File: config.mk
export PLATFORM = sky130hd
export DESIGN_NAME = coproc_mmio_ctrl_flat
export DESIGN_NICKNAME = d
export VERILOG_FILES = /design/src/rtl/coproc_mmio_ctrl_if.sv /design/src/rtl/coproc_mmio_ctrl.sv /design/src/flat_wrapper.sv
export SDC_FILE = /design/constraint.sdc
export NUM_CORES = 1
export LEC_CHECK = 0
export CORE_AREA = 5 5 116 118
export DETAILED_ROUTE_END_ITERATION = 10
export DIE_AREA = 0 0 121 123
export DONT_BUFFER_PORTS = 1
export PLACE_DENSITY = 0.43
export SLEW_MARGIN = 15
export SYNTH_ARGS = -nofsm -noshare
export SYNTH_HDL_FRONTEND = slang
export SYNTH_SLANG_ARGS = --single-unit
File: constraint.sdc
create_clock -name clk -period 2.1 [get_ports clk]
set_input_delay 0.21 -clock clk [delete_from_list [all_inputs] [get_ports clk]]
set_output_delay 0.21 -clock clk [all_outputs]
set_load 0.005 [all_outputs]
File: src/rtl/coproc_mmio_ctrl_if.sv
// CPU-side register bus for the coprocessor front end: word-addressed
// strobes and data, registered read data, and the level interrupt back to the CPU.
interface coproc_mmio_ctrl_if;
    logic [1:0]  addr;
    logic        we;
    logic        re;
    logic [31:0] wdata;
    logic [31:0] rdata;
    logic        irq;

    modport master (
        output addr, we, re, wdata,
        input  rdata, irq
    );

    modport slave (
        input  addr, we, re, wdata,
        output rdata, irq
    );
endinterface

File: src/rtl/coproc_mmio_ctrl.sv
// MMIO command/status front end for the image coprocessor: turns CMD writes into a
// start pulse plus a held command bundle, times each job, detects hangs, raises irq.
module coproc_mmio_ctrl #(
    parameter int unsigned          CNT_W   = 24,
    parameter logic [CNT_W-1:0]     TIMEOUT = 24'd2000000
) (
    input  logic                    clk,
    input  logic                    rst_n,
    coproc_mmio_ctrl_if.slave       bus,
    output logic                    cp_start,
    output logic [2:0]              cp_func,
    output logic                    cp_gray,
    output logic                    cp_img_idx,
    input  logic                    cp_rdy,
    input  logic                    cp_done
);

    typedef enum logic [1:0] {IDLE, WAIT_RDY, START, BUSY} state_t;

    state_t           state, state_nxt;
    logic [CNT_W-1:0] cnt, cnt_nxt, cnt_inc;
    logic [CNT_W-1:0] cycles, cycles_nxt;
    logic             done_q, done_nxt;
    logic             to_q, to_nxt;
    logic             ovr_q, ovr_nxt;
    logic             ie_q, ie_nxt;
    logic [2:0]       func_nxt;
    logic             gray_nxt, img_nxt;
    logic             irq_q, irq_nxt;
    logic [31:0]      rdata_q, rdata_nxt;
    logic             cmd_wr, st_wr, go;
    logic             unused_wdata;

    assign cmd_wr       = bus.we && (bus.addr == 2'd0);
    assign st_wr        = bus.we && (bus.addr == 2'd1);
    assign go           = cmd_wr && bus.wdata[0];
    assign cnt_inc      = (cnt == '1) ? cnt : cnt + CNT_W'(1);
    assign unused_wdata = ^{bus.wdata[31:9], bus.wdata[7:6]};

    assign cp_start  = (state == START);
    assign bus.rdata = rdata_q;
    assign bus.irq   = irq_q;

    always_comb begin
        state_nxt  = state;
        cnt_nxt    = cnt;
        cycles_nxt = cycles;
        done_nxt   = done_q;
        to_nxt     = to_q;
        ovr_nxt    = ovr_q;
        ie_nxt     = ie_q;
        func_nxt   = cp_func;
        gray_nxt   = cp_gray;
        img_nxt    = cp_img_idx;
        rdata_nxt  = rdata_q;

        if (cmd_wr) ie_nxt = bus.wdata[8];

        // W1C clears are applied first so a hardware set in the same cycle overrides them
        if (st_wr) begin
            if (bus.wdata[1]) done_nxt = 1'b0;
            if (bus.wdata[2]) to_nxt   = 1'b0;
            if (bus.wdata[3]) ovr_nxt  = 1'b0;
        end

        unique case (state)
            IDLE: begin
                cnt_nxt = '0;
                if (go) begin
                    state_nxt = cp_rdy ? START : WAIT_RDY;
                    func_nxt  = bus.wdata[3:1];
                    gray_nxt  = bus.wdata[4];
                    img_nxt   = bus.wdata[5];
                end
            end
            WAIT_RDY: begin
                cnt_nxt = '0;
                if (cp_rdy) state_nxt = START;
            end
            START: begin
                cnt_nxt   = cnt_inc;
                state_nxt = BUSY;
            end
            BUSY: begin
                cnt_nxt = cnt_inc;
                if (cp_done) begin
                    cycles_nxt = cnt + CNT_W'(1);
                    done_nxt   = 1'b1;
                    state_nxt  = IDLE;
                end else if (cnt == TIMEOUT - CNT_W'(1)) begin
                    cycles_nxt = TIMEOUT;
                    to_nxt     = 1'b1;
                    state_nxt  = IDLE;
                end
            end
            default: state_nxt = IDLE;
        endcase

        if (go && (state != IDLE)) ovr_nxt = 1'b1;

        // Reads sample the pre-write register values
        if (bus.re) begin
            unique case (bus.addr)
                2'd0:    rdata_nxt = {23'b0, ie_q, 2'b0, cp_img_idx, cp_gray, cp_func, 1'b0};
                2'd1:    rdata_nxt = {27'b0, cp_rdy, ovr_q, to_q, done_q, state != IDLE};
                2'd2:    rdata_nxt = 32'(cycles);
                default: rdata_nxt = '0;
            endcase
        end

        irq_nxt = ie_nxt & (done_nxt | to_nxt);
    end

    always_ff @(posedge clk) begin
        if (!rst_n) begin
            state      <= IDLE;
            cnt        <= '0;
            cycles     <= '0;
            done_q     <= 1'b0;
            to_q       <= 1'b0;
            ovr_q      <= 1'b0;
            ie_q       <= 1'b0;
            cp_func    <= '0;
            cp_gray    <= 1'b0;
            cp_img_idx <= 1'b0;
            irq_q      <= 1'b0;
            rdata_q    <= '0;
        end else begin
            state      <= state_nxt;
            cnt        <= cnt_nxt;
            cycles     <= cycles_nxt;
            done_q     <= done_nxt;
            to_q       <= to_nxt;
            ovr_q      <= ovr_nxt;
            ie_q       <= ie_nxt;
            cp_func    <= func_nxt;
            cp_gray    <= gray_nxt;
            cp_img_idx <= img_nxt;
            irq_q      <= irq_nxt;
            rdata_q    <= rdata_nxt;
        end
    end

endmodule

File: src/flat_wrapper.sv
// flat-port wrapper written by rule: the top's interface ports become plain ports
module coproc_mmio_ctrl_flat 
#(
    parameter int unsigned          CNT_W   = 24,
    parameter logic [CNT_W-1:0]     TIMEOUT = 24'd2000000
)
  (clk, rst_n, cp_start, cp_func, cp_gray, cp_img_idx, cp_rdy, cp_done, bus_addr, bus_we, bus_re, bus_wdata, bus_rdata, bus_irq);
  coproc_mmio_ctrl_if bus_i ();
  input  logic clk;
  input  logic rst_n;
  output logic cp_start;
  output logic [2:0] cp_func;
  output logic cp_gray;
  output logic cp_img_idx;
  input  logic cp_rdy;
  input  logic cp_done;
  input wire logic [$bits(bus_i.addr)-1:0] bus_addr;
  input wire logic [$bits(bus_i.we)-1:0] bus_we;
  input wire logic [$bits(bus_i.re)-1:0] bus_re;
  input wire logic [$bits(bus_i.wdata)-1:0] bus_wdata;
  output wire logic [$bits(bus_i.rdata)-1:0] bus_rdata;
  output wire logic [$bits(bus_i.irq)-1:0] bus_irq;
  assign bus_i.addr = bus_addr;
  assign bus_i.we = bus_we;
  assign bus_i.re = bus_re;
  assign bus_i.wdata = bus_wdata;
  assign bus_rdata = bus_i.rdata;
  assign bus_irq = bus_i.irq;
  coproc_mmio_ctrl #(.CNT_W(CNT_W), .TIMEOUT(TIMEOUT)) u_core (.clk(clk), .rst_n(rst_n), .bus(bus_i), .cp_start(cp_start), .cp_func(cp_func), .cp_gray(cp_gray), .cp_img_idx(cp_img_idx), .cp_rdy(cp_rdy), .cp_done(cp_done));
endmodule
### Yosys cells after proc, flatten, opt, wreduce, memory -nomap -nowiden

Cells that the tools add are included.

* output and inout port bits: 39
* register bits: 92

* multiplexer cells: 24
* equality and inequality tests: 11
* reduce and logical (&&, ||, !) cells: 16
* bitwise gates (word level): 2
* $add $sub $neg: 1

Operator list (count)
* $mux W24: 3
* $pmux W24 S3: 1
* $pmux W24 S2: 1
* $add A24 B1 Y24 const B: 1
* $eq A24 B21 Y1 const B: 1
* $eq A24 B24 Y1 const B: 1
* $mux W1: 13
* $mux W2: 5
* $pmux W2 S4: 1
* $reduce_bool A2 Y1: 4
* $eq A2 B2 Y1 const B: 3
* $reduce_and A2 Y1: 3
* $eq A2 B1 Y1 const B: 2
* $logic_and A1 B1 Y1: 4
* $logic_not A2 Y1: 2
* $ne A2 B2 Y1 const B: 2
* $reduce_or A2 Y1: 2
* $ne A3 B2 Y1 const B: 1
* $reduce_and A3 Y1: 1
* $ne A2 B1 Y1 const B: 1
* $and A1 B1 Y1: 1
* $or A1 B1 Y1: 1

### Longest topological paths before layout

* depth after elaboration: 8
* gate-level depth with buffers: 8
* depth with buffers taken out: 7

### Worst setup path before layout

No wires, ideal clock.

* path kind: flip-flop to flip-flop
* start: reg u_core.cnt[0]
* end: reg u_core.cycles[16]
* stages on the path, launching flop included: 9
* arrival time: 1.852 ns
* slack: 0.123 ns
* cells stage by stage: dfxtp_1 ha_1 and3_1 buf_4 nand4_2 o41ai_4 nor2_4 buf_6 o2bb2ai_1

* longest elaborated chain between the ends: 3
* elaborated cells on any way between the ends: 5
* classes of those cells: add/sub (1); eq/ne (1); mux (1); reduce/logical (2)

Ends and longest elaborated chain
* start: declaration: line coproc_mmio_ctrl.sv:21 `logic [CNT_W-1:0] cnt, cnt_nxt, cnt_inc;`
* start signal: assignment: line coproc_mmio_ctrl.sv:130 `cnt <= cnt_nxt;`
* parallel branches: the longest is 3 deep, another holds $add A24 B1 Y24
* end signal: assignment: line coproc_mmio_ctrl.sv:131 `cycles <= cycles_nxt;`
* end: declaration: line coproc_mmio_ctrl.sv:22 `logic [CNT_W-1:0] cycles, cycles_nxt;`

Parallel ways; which one is timed is not known.
A chain may end at the register's enable or synchronous reset.

### Final worst setup path

* start: reg u_core.cnt[11]
* end: reg u_core.irq_q, in the netlist u_core.bus.irq

* longest elaborated chain between the ends: 6

Ends and longest elaborated chain
* $eq A24 B21 Y1: line coproc_mmio_ctrl.sv:90 `end else if (cnt == TIMEOUT - CNT_W'(1)) begin`
* $mux W1: line coproc_mmio_ctrl.sv:90
* $mux W1: line coproc_mmio_ctrl.sv:86 `if (cp_done) begin`
* $mux W1: line coproc_mmio_ctrl.sv:66 `unique case (state)`
* $or A1 B1 Y1: line coproc_mmio_ctrl.sv:111 `irq_nxt = ie_nxt & (done_nxt | to_nxt);`
* $and A1 B1 Y1: line coproc_mmio_ctrl.sv:111
* end signal: assignment: line coproc_mmio_ctrl.sv:139 `irq_q <= irq_nxt;`
* end: declaration: line coproc_mmio_ctrl.sv:29 `logic irq_q, irq_nxt;`

No other way between the ends.

==> flow_metrics.env <==
export IMPL_final_layout_size_suffix_gt1_share_pct=9.046
export IMPL_rrSetupSlack_ns=0.19
export IMPL_max_cap_violations=0
export IMPL_slew_headroom_pct=57.95
export IMPL_setup_viol=0
export IMPL_fin_tns_setup_ns=0
export IMPL_path_max_fanout=3
export IMPL_vias=2827
export IMPL_ys_types=47
export IMPL_met2_wirelength_mm=4.039
export IMPL_stdcell_area_sq_mm=0.004129
export IMPL_insertion_delay_ns=0.33
export IMPL_max_freq_ghz=0.5226
export IMPL_synth_edf_count=0
export IMPL_dp_hpwl_mm=6.559
export IMPL_stdcell_count=581
export IMPL_synth_area_leaders="dfxtp_1 (46%), a21oi_1 (7.0%), nor2_1 (4.5%)"
export IMPL_worst_setup_path_type="flip-flop to flip-flop"
export IMPL_antenna_found_initial=0
export IMPL_status="finished clean"
export IMPL_grt_pass1_wl_mm=14.77
export IMPL_power_density_mw_per_mm2=868.6
export IMPL_synth_ff_type="dfxtp_1"
export IMPL_ys_async_sr_fraction_pct=0
export IMPL_cts_tree="yes"
export IMPL_dr_pass1_iters=4
export IMPL_synth_top_cell_by_area="dfxtp_1"
export IMPL_total_leakage_power_nw=1.512
export IMPL_worst_ep_required_time_ns=2.34
export IMPL_setup_slack_ns=0.1863
export IMPL_seq_area_frac_synth_pct=46.41
export IMPL_worst_ir_drop_vdd_mv=0.3630
export IMPL_period_share_pct=91.13
export IMPL_die_x_um=121
export IMPL_fin_crit_ns=1.914
export IMPL_wl_met3_um=402
export IMPL_dieArea_sq_mm=0.01488
export IMPL_wl_per_cell_um=15.64
export IMPL_numCtsBuffers=9
export IMPL_drc_errors=0
export IMPL_dp_cells=563
export IMPL_start_kind="flip-flop"
export IMPL_whs_path_depth=2
export IMPL_m1WireLength_mm=4.407
export IMPL_grt_overflow=0
export IMPL_netlist_area_sq_mm=0.003623
export IMPL_synth_area_per_cell_sq_um=9.014
export IMPL_routabilityCongestion=0.8089
export IMPL_syn_inst=402
export IMPL_dpl_cell_area_sq_mm=0.003804
export IMPL_worst_pin_slew_ns=0.6307
export IMPL_avgViaCountPerCell=4.866
export IMPL_core_sq_mm=0.01236
export IMPL_start_util_pct=29.31
export IMPL_grt_max_degree=34
export IMPL_ant_nets=0
export IMPL_htreeDepth=3
export IMPL_finalHoldViolCount=0
export IMPL_hold_class="primary input to flip-flop"
export IMPL_top_layer_used="met4"
export IMPL_clockBufferDepth=2
export IMPL_clk_pin_slew_ns=0.06
export IMPL_end_kind="flip-flop"
export IMPL_die_h_um=123
export IMPL_rsz0062_at_grt="false"
export IMPL_io_buffers=0
export IMPL_syn_to_final_growth_pct=13.95
export IMPL_cp_arrival_ns=2.16
export IMPL_ios=79
export IMPL_total_power_mw=3.586
export IMPL_yosysTopAreaCellShare_pct=46.41
export IMPL_root_buffer="clkbuf_16"
export IMPL_antenna_cells=0
export IMPL_slew_violations=0
export IMPL_dp_slack_ns=0.08727
export IMPL_yosys_warnings=0
export IMPL_fin_skew_ns=0.003678
export IMPL_first_iter_violations=109
export IMPL_cts_sink_count=84
export IMPL_fp_row_count=41
export IMPL_layout_nets=450
export IMPL_drt_total_wl_mm=9.089
export IMPL_reg2regPathDepth=5
export IMPL_grt_usage_pct=12.76
export IMPL_grt_pass1_vias=2736
export IMPL_ys_ff_latch=84
## routing by layer
layer	up-vias	GRT usage, %
met5	-	0
met4	0	6.657
met3	16	2.608
met2	58	19.90
met1	1335	16.71
li1	1418	-
## final timing paths
kind	start	to
worst max-delay path	u_core.cnt[11]$_SDFFE_PN0P_	u_core.bus.irq$_SDFF_PN0_
worst min register to register	u_core.cycles[5]$_SDFFE_PN0P_	u_core.cycles[5]$_SDFFE_PN0P_
worst max register to register	u_core.cnt[11]$_SDFFE_PN0P_	u_core.bus.irq$_SDFF_PN0_
worst min-delay path	bus_wdata[4]	u_core.cp_gray$_SDFFE_PN0P_
## through the flow
step           utilization (%)  hold slack, ns
2_1_floorplan                -          0.3575
3_3_place_gp             30.77          0.3096
3_5_place_dp             30.77          0.3121
4_1_cts                  33.37       0.0004780
5_1_grt                  33.40        0.006413
6_report                 33.40         0.01528
## power by group
part | internal (mW) | switching (mW) | total [mW]
Combinational | 0.130 | 0.224 | 0.354
Sequential | 1.64 | 0.0310 | 1.67
Clock | 0.940 | 0.621 | 1.56
Total | 2.71 | 0.876 | 3.59
## placed cells by master (no fill, tap or decap), types with 7 or more instances in the layout
master	count
mux2i_1	9
o2bb2ai_1	13
nand3_1	22
xnor2_1	8
o21ai_0	8
conb_1	8
inv_1	8
nand4_1	7
nor2_1	43
a31oi_1	8
nor2b_1	19
xor2_1	15
clkbuf_16	9
a21oi_1	51
dfxtp_1	83
nand2_1	16
buf_4	13
## critical path, stage by stage, from the launching register on
cell,delay (ns)
dfxtp_1,0.34
nor4b_2,0.38
nand4_2,0.21
or3_1,0.43
nand2b_1,0.19
a311oi_1,0.28
## Yosys cell counts, types with 2 or more instances
| cell | number |
|---|---|
| o21ai_0 | 8 |
| a31oi_1 | 8 |
| and4_1 | 5 |
| o22ai_1 | 2 |
| ha_1 | 5 |
| nand2b_1 | 4 |
| and2_1 | 3 |
| mux2i_1 | 9 |
| nor2b_1 | 19 |
| a21oi_1 | 51 |
| xnor2_1 | 8 |
| nor4_1 | 2 |
| and3_1 | 6 |
| xor2_1 | 15 |
| nand3_1 | 22 |
| nand2_1 | 16 |
| a311oi_1 | 3 |
| dfxtp_1 | 84 |
| a211oi_1 | 4 |
| and3b_1 | 2 |
| clkbuf_1 | 20 |
| nor3_1 | 3 |
| buf_4 | 9 |
| nor2_1 | 43 |
| nand4_1 | 7 |
| a22o_1 | 3 |
| inv_1 | 8 |
| o2bb2ai_1 | 13 |
| a21o_1 | 2 |
## cells by family (layout without fill, tap and decap cells)
kind of cell | count (synthesis) | count (layout) | synth area share, %
AO/OA/AOI/OAI | 99 | 99 | 17.47
AND/OR/NAND/NOR | 141 | 141 | 20.93
multiplexers | 9 | 9 | 2.486
buffers and inverters | 40 | 40 | 5.317
other | 1 | 8 | 0.1035
adder cells (fa/ha/maj) | 5 | 5 | 1.727
flip-flops | 84 | 84 | 46.41
XOR/XNOR | 23 | 23 | 5.560
## state kept, by name, summed over array words and instances (netlist names)
signal	count
u_core.cycles	24
u_core.bus.irq	1
u_core.cp_func	3
u_core.bus.rdata	24
u_core.cp_img_idx	1
u_core.cp_gray	1
u_core.done_q	1
u_core.to_q	1
u_core.state	2
u_core.ovr_q	1
u_core.cnt	24
u_core.ie_q	1
## cell type report
| class | count | area [sq um] |
|---|---|---|
| fill | 1279 | 8234 |
| multi-input combinational | 285 | 1778 |
| sequential | 84 | 1683 |
| clock buffer | 10 | 239.0 |
| tap | 172 | 215.2 |
| timing repair buffer | 16 | 127.6 |
| clock inverter | 5 | 52.55 |
| inverter | 9 | 33.78 |
## what timing repair did
item                                    4_1_cts  5_1_grt
hold endpoints to repair                     14        0
endpoints found under the setup margin        0       11
hold buffers                                  3        0
gates resized for setup                       0        2
buffers inserted                              0        0
Note: power is estimated with default switching activity, not from simulation.
==> variant 1: new RTL, config.mk and constraints unchanged <==
`CNT_W` is set to 24 in 2 places; all go to 28.
--- a/src/rtl/coproc_mmio_ctrl.sv
+++ b/src/rtl/coproc_mmio_ctrl.sv
@@ -1,7 +1,7 @@
 // MMIO command/status front end for the image coprocessor: turns CMD writes into a
 // start pulse plus a held command bundle, times each job, detects hangs, raises irq.
 module coproc_mmio_ctrl #(
-    parameter int unsigned          CNT_W   = 24,
+    parameter int unsigned          CNT_W   = 28,
     parameter logic [CNT_W-1:0]     TIMEOUT = 24'd2000000
 ) (
     input  logic                    clk,
--- a/src/flat_wrapper.sv
+++ b/src/flat_wrapper.sv
@@ -1,7 +1,7 @@
 // flat-port wrapper written by rule: the top's interface ports become plain ports
 module coproc_mmio_ctrl_flat 
 #(
-    parameter int unsigned          CNT_W   = 24,
+    parameter int unsigned          CNT_W   = 28,
     parameter logic [CNT_W-1:0]     TIMEOUT = 24'd2000000
 )
   (clk, rst_n, cp_start, cp_func, cp_gray, cp_img_idx, cp_rdy, cp_done, bus_addr, bus_we, bus_re, bus_wdata, bus_rdata, bus_irq);
Check against the original RTL: no difference found for any inputs over 4 cycles, from zero or initial values and one cycle with rst_n low; that may be too few to reach the edited logic, so the function may still have changed.
==> variant 1 against the unedited design <==
  * Die area did not move
  * Sequential cell count rose by 12
  * Total power up 7.0%
  * Final area is 19% higher
  * Wire length rose by 19%
  * Area after synthesis is 17% higher
  * Fmax down 4.4%
  * Global-route usage grew 2.4 points
  * Setup slack worse by 0.089 ns
==> variant 1: results (changes against the unedited design) <==
Routing
  • DRT met1 WL: 5.825 mm (+32%)
  • Routed wl met2: 4.276 mm (+5.9%)
  • Starting DRT DRC Count: 189 (+73%)

Pwr
  • Static Leak: 1.746 nW (+15%)
  • Switch share: 26.36% (+1.9 points)
  • Pwr Total: 3.838 mW (+7.0%)
  • Sequential Power Share: 49.4% (+2.8 points)

Synthesis
  • Post-synthesis mux area share: 1.882% (-0.60 points)
  • Commonest cells post-synth: 96 x dfxtp_1, 51 x a21oi_1, 47 x nor2b_1
  • Synth unique cells: 48 (+2.1%)

Cells and area
  • Multi-input combinational area share: 44.10% (+1.0 points)
  • Nets: 533 (+18%)
  • Multi-input gate count: 337 (+18%)
  • Non-clock buffer share: 5.419% (+2.3 points)
  • Fill count: 1295 (+1.3%)

Place
  • Post-DP Area: 4548 um2 (+20%)
  • Placer Congestion: 0.8222 (+1.6%)

Setup path
  • Worst r2r dst: u_core.cycles[2]$_SDFFE_PN0P_
  • Worst R2R Start: u_core.cnt[7]$_SDFFE_PN0P_
  • Reg-to-reg slack, setup: 0.1 ns (-0.09 ns)
  • Crit path DAT: 2.24 ns (+0.08 ns)

Clock tree
  • CTS sink count: 96 (+14%)

Timing
  • Skew final: 0.007710 ns (+0.004032 ns)
  • Hold WS: 0.01350 ns (-0.001772 ns)

Global route
  • Met1 Resource Use GR: 23.39% (+6.7 points)

Min path
  • Hold EP: u_core.bus.rdata[11]$_SDFFE_PN0P_

Outcome
  • Outcome: finished clean
==> variant 1: cell types whose count changed in the layout (fill, tap and decap cells not counted), sizes merged, moves of 5 or more <==
cell | unedited run | this run
a21boi | 1 | 6
o22ai | 2 | 22
o211a | 0 | 5
a31oi | 8 | 3
o2bb2ai | 14 | 0
nor2b | 19 | 47
dfxtp | 84 | 96
and2 | 3 | 12
nand2 | 16 | 42
nor2 | 44 | 12
inv | 8 | 16
nor3 | 3 | 10
buf | 13 | 32
==> variant 1: per-stage QoR <==
| stage | worst slack, ns | std cells | TNS, ns |
|---|---|---|---|
| floorplan | 0.08760 | 481 | 0 |
| global placement | 0.03663 | 648 | 0 |
| detailed placement | 0.05495 | 648 | 0 |
| CTS | 0.04963 | 665 | 0 |
| global route | -0.007344 | 665 | -0.007344 |
| finish | 0.09763 | 665 | 0 |
==> variant 2: new RTL, config.mk and constraints unchanged <==
Made on the original files. Make the reset (`rst_n`) asynchronous in one clocked block.
--- a/src/rtl/coproc_mmio_ctrl.sv
+++ b/src/rtl/coproc_mmio_ctrl.sv
@@ -111,7 +111,7 @@
         irq_nxt = ie_nxt & (done_nxt | to_nxt);
     end
 
-    always_ff @(posedge clk) begin
+    always_ff @(posedge clk or negedge rst_n) begin
         if (!rst_n) begin
             state      <= IDLE;
             cnt        <= '0;
Check against the original RTL: differs if rst_n is asserted again (counterexample within 4 cycles, from zero or initial values and one cycle with rst_n low); with rst_n held inactive, the same outputs for 10 cycles.
==> variant 2 against the unedited design <==
  * The run now ends with negative hold slack left
  * Largest cell class is now registers
  * Fmax shrank 2.0%
  * Via count shrank 0.92%
  * Sequential share of layout area up 5.9 points
  * Hold slack lost 0.45 ns
  * Die area unchanged
  * Count of clock-buffer cells in the layout unchanged
  * Wire length rose by 2.0%
  * Sequential cell count unchanged
  * Setup slack lost 0.039 ns
  * Area after synthesis up 8.5%
  * Final area grew 9.2%
Power is not compared: it rests on default switching activity, and its combinational part moved more than twofold at a synthesized area within 25%.
==> variant 2: results (changes against the unedited design) <==
Setup path
  • R2r worst-path depth: 6 (+1)
  • Worst r2r dst: u_core.bus.irq$_DFF_PN0_

Synthesis
  • Synth unique cells: 39 (-17%)
  • Commonest cells post-synth: 84 x dfrtp_1, 50 x nand2_1, 38 x a21oi_1
  • Synth area leaders: dfrtp_1 53%, a21oi_1 4.8%, nand2_1 4.8%
  • Complex-gate fraction of the synthesized area: 11.71% (-5.8 points)
  • Register area share after synthesis: 53.47% (+7.1 points)
  • Post-synthesis xor/xnor area fraction: 5.124% (-0.44 points)
  • Syn Inst Count: 407 (+1.2%)
  • Synth Area in Adders: 1.591% (-0.14 points)

Outcome
  • Outcome: finished with violations
  • Failing checks: negative hold slack

Place
  • Post-DP Area: 4198 um2 (+10%)
  • Final HPWL DP: 6.504 mm (-0.85%)
  • Placer Congestion: 0.7830 (-3.2%)
  • Worst slack, placed: 0.1542 ns (+0.06691 ns)
  • Post-placement cell count: 577 (+2.5%)

Clock tree
  • Post-CTS Resized: 0 (unchanged)
  • Skew-Pair Late Insertion Delay: 0.34 ns

Timing
  • Fin. Hold Viols: 84 (+84)
  • Skew final: 0.008300 ns (+0.004622 ns)
  • Hold WS: -0.4339 ns (-0.4492 ns)
  • Max transition margin: 48.21% (-9.7 points)

Global route
  • Vias in the first global route: 2896 (+5.8%)
  • First-pass GRT wire length: 15.57 mm (+5.4%)
  • Met2 usage: 20.53% (+0.63 points)
  • Met1 Resource Use GR: 18.72% (+2.0 points)
  • GRT Overall Usage: 13.43% (+0.66 points)
  • Pin count of the biggest net entering global routing: 85 (+150%)

Routing
  • Post-detailed-route wirelength per cell: 15.56 um (-0.52%)
  • DRT met1 WL: 4.658 mm (+5.7%)
  • Routed wl met2: 4.168 mm (+3.2%)
  • Vias: 2801 (-0.92%)
  • Starting DRT DRC Count: 221 (+100%)

Cells and area
  • Share of post-route cells with drive strength above 1: 11.32% (+2.3 points)
  • Fill count: 1264 (-1.2%)
  • Nets: 464 (+3.1%)
-- variant 2: cell families after synthesis --
group,after synthesis
xor+xnor,23
flops,84
fa+ha+maj,5
mux,17
buf+inv,57
simple gates,138
compound gates,82
other cells,1
-- variant 2: worst max-delay path: stages (launching register included) --
cell and delay [ns]:
dfrtp_1 0.41, ha_1 0.19, and3_1 0.14, nand4_1 0.18
or4_4 0.62, o31ai_4 0.21, o21a_1 0.14
-- variant 2: worst max path at each step --
stage	startpoint	end	slack, ns	depth (start not counted)
4_1_cts	u_core.cnt[1]$_DFFE_PN0P_	u_core.bus.irq$_DFF_PN0_	0.14	6
5_1_grt	u_core.cnt[1]$_DFFE_PN0P_	u_core.bus.irq$_DFF_PN0_	0.01	6
3_5_place_dp	u_core.cnt[1]$_DFFE_PN0P_	u_core.bus.irq$_DFF_PN0_	0.15	6
6_report	u_core.cnt[1]$_DFFE_PN0P_	u_core.bus.irq$_DFF_PN0_	0.15	6
2_1_floorplan	u_core.cnt[0]$_DFFE_PN0P_	u_core.bus.irq$_DFF_PN0_	0.26	6
3_3_place_gp	u_core.cnt[1]$_DFFE_PN0P_	u_core.bus.irq$_DFF_PN0_	0.18	6
-- variant 2: where the power goes --
part | switching [mW] | total [mW] | internal (mW)
combinational | 0.497 | 0.842 | 0.344
sequential | 0.183 | 2.05 | 1.87
clock | 0.662 | 1.49 | 0.831
total | 1.34 | 4.38 | 3.04
-- variant 2: cell type report --
type,instances,area [um2],area share [%]
sequential,84,2102,46.64
multi-input combinational,273,1617,35.87
clock buffer,10,239.0,5.303
tap,172,215.2,4.775
timing repair buffer,22,185.2,4.109
inverter,29,108.9,2.415
clock inverter,6,40.04,0.8884
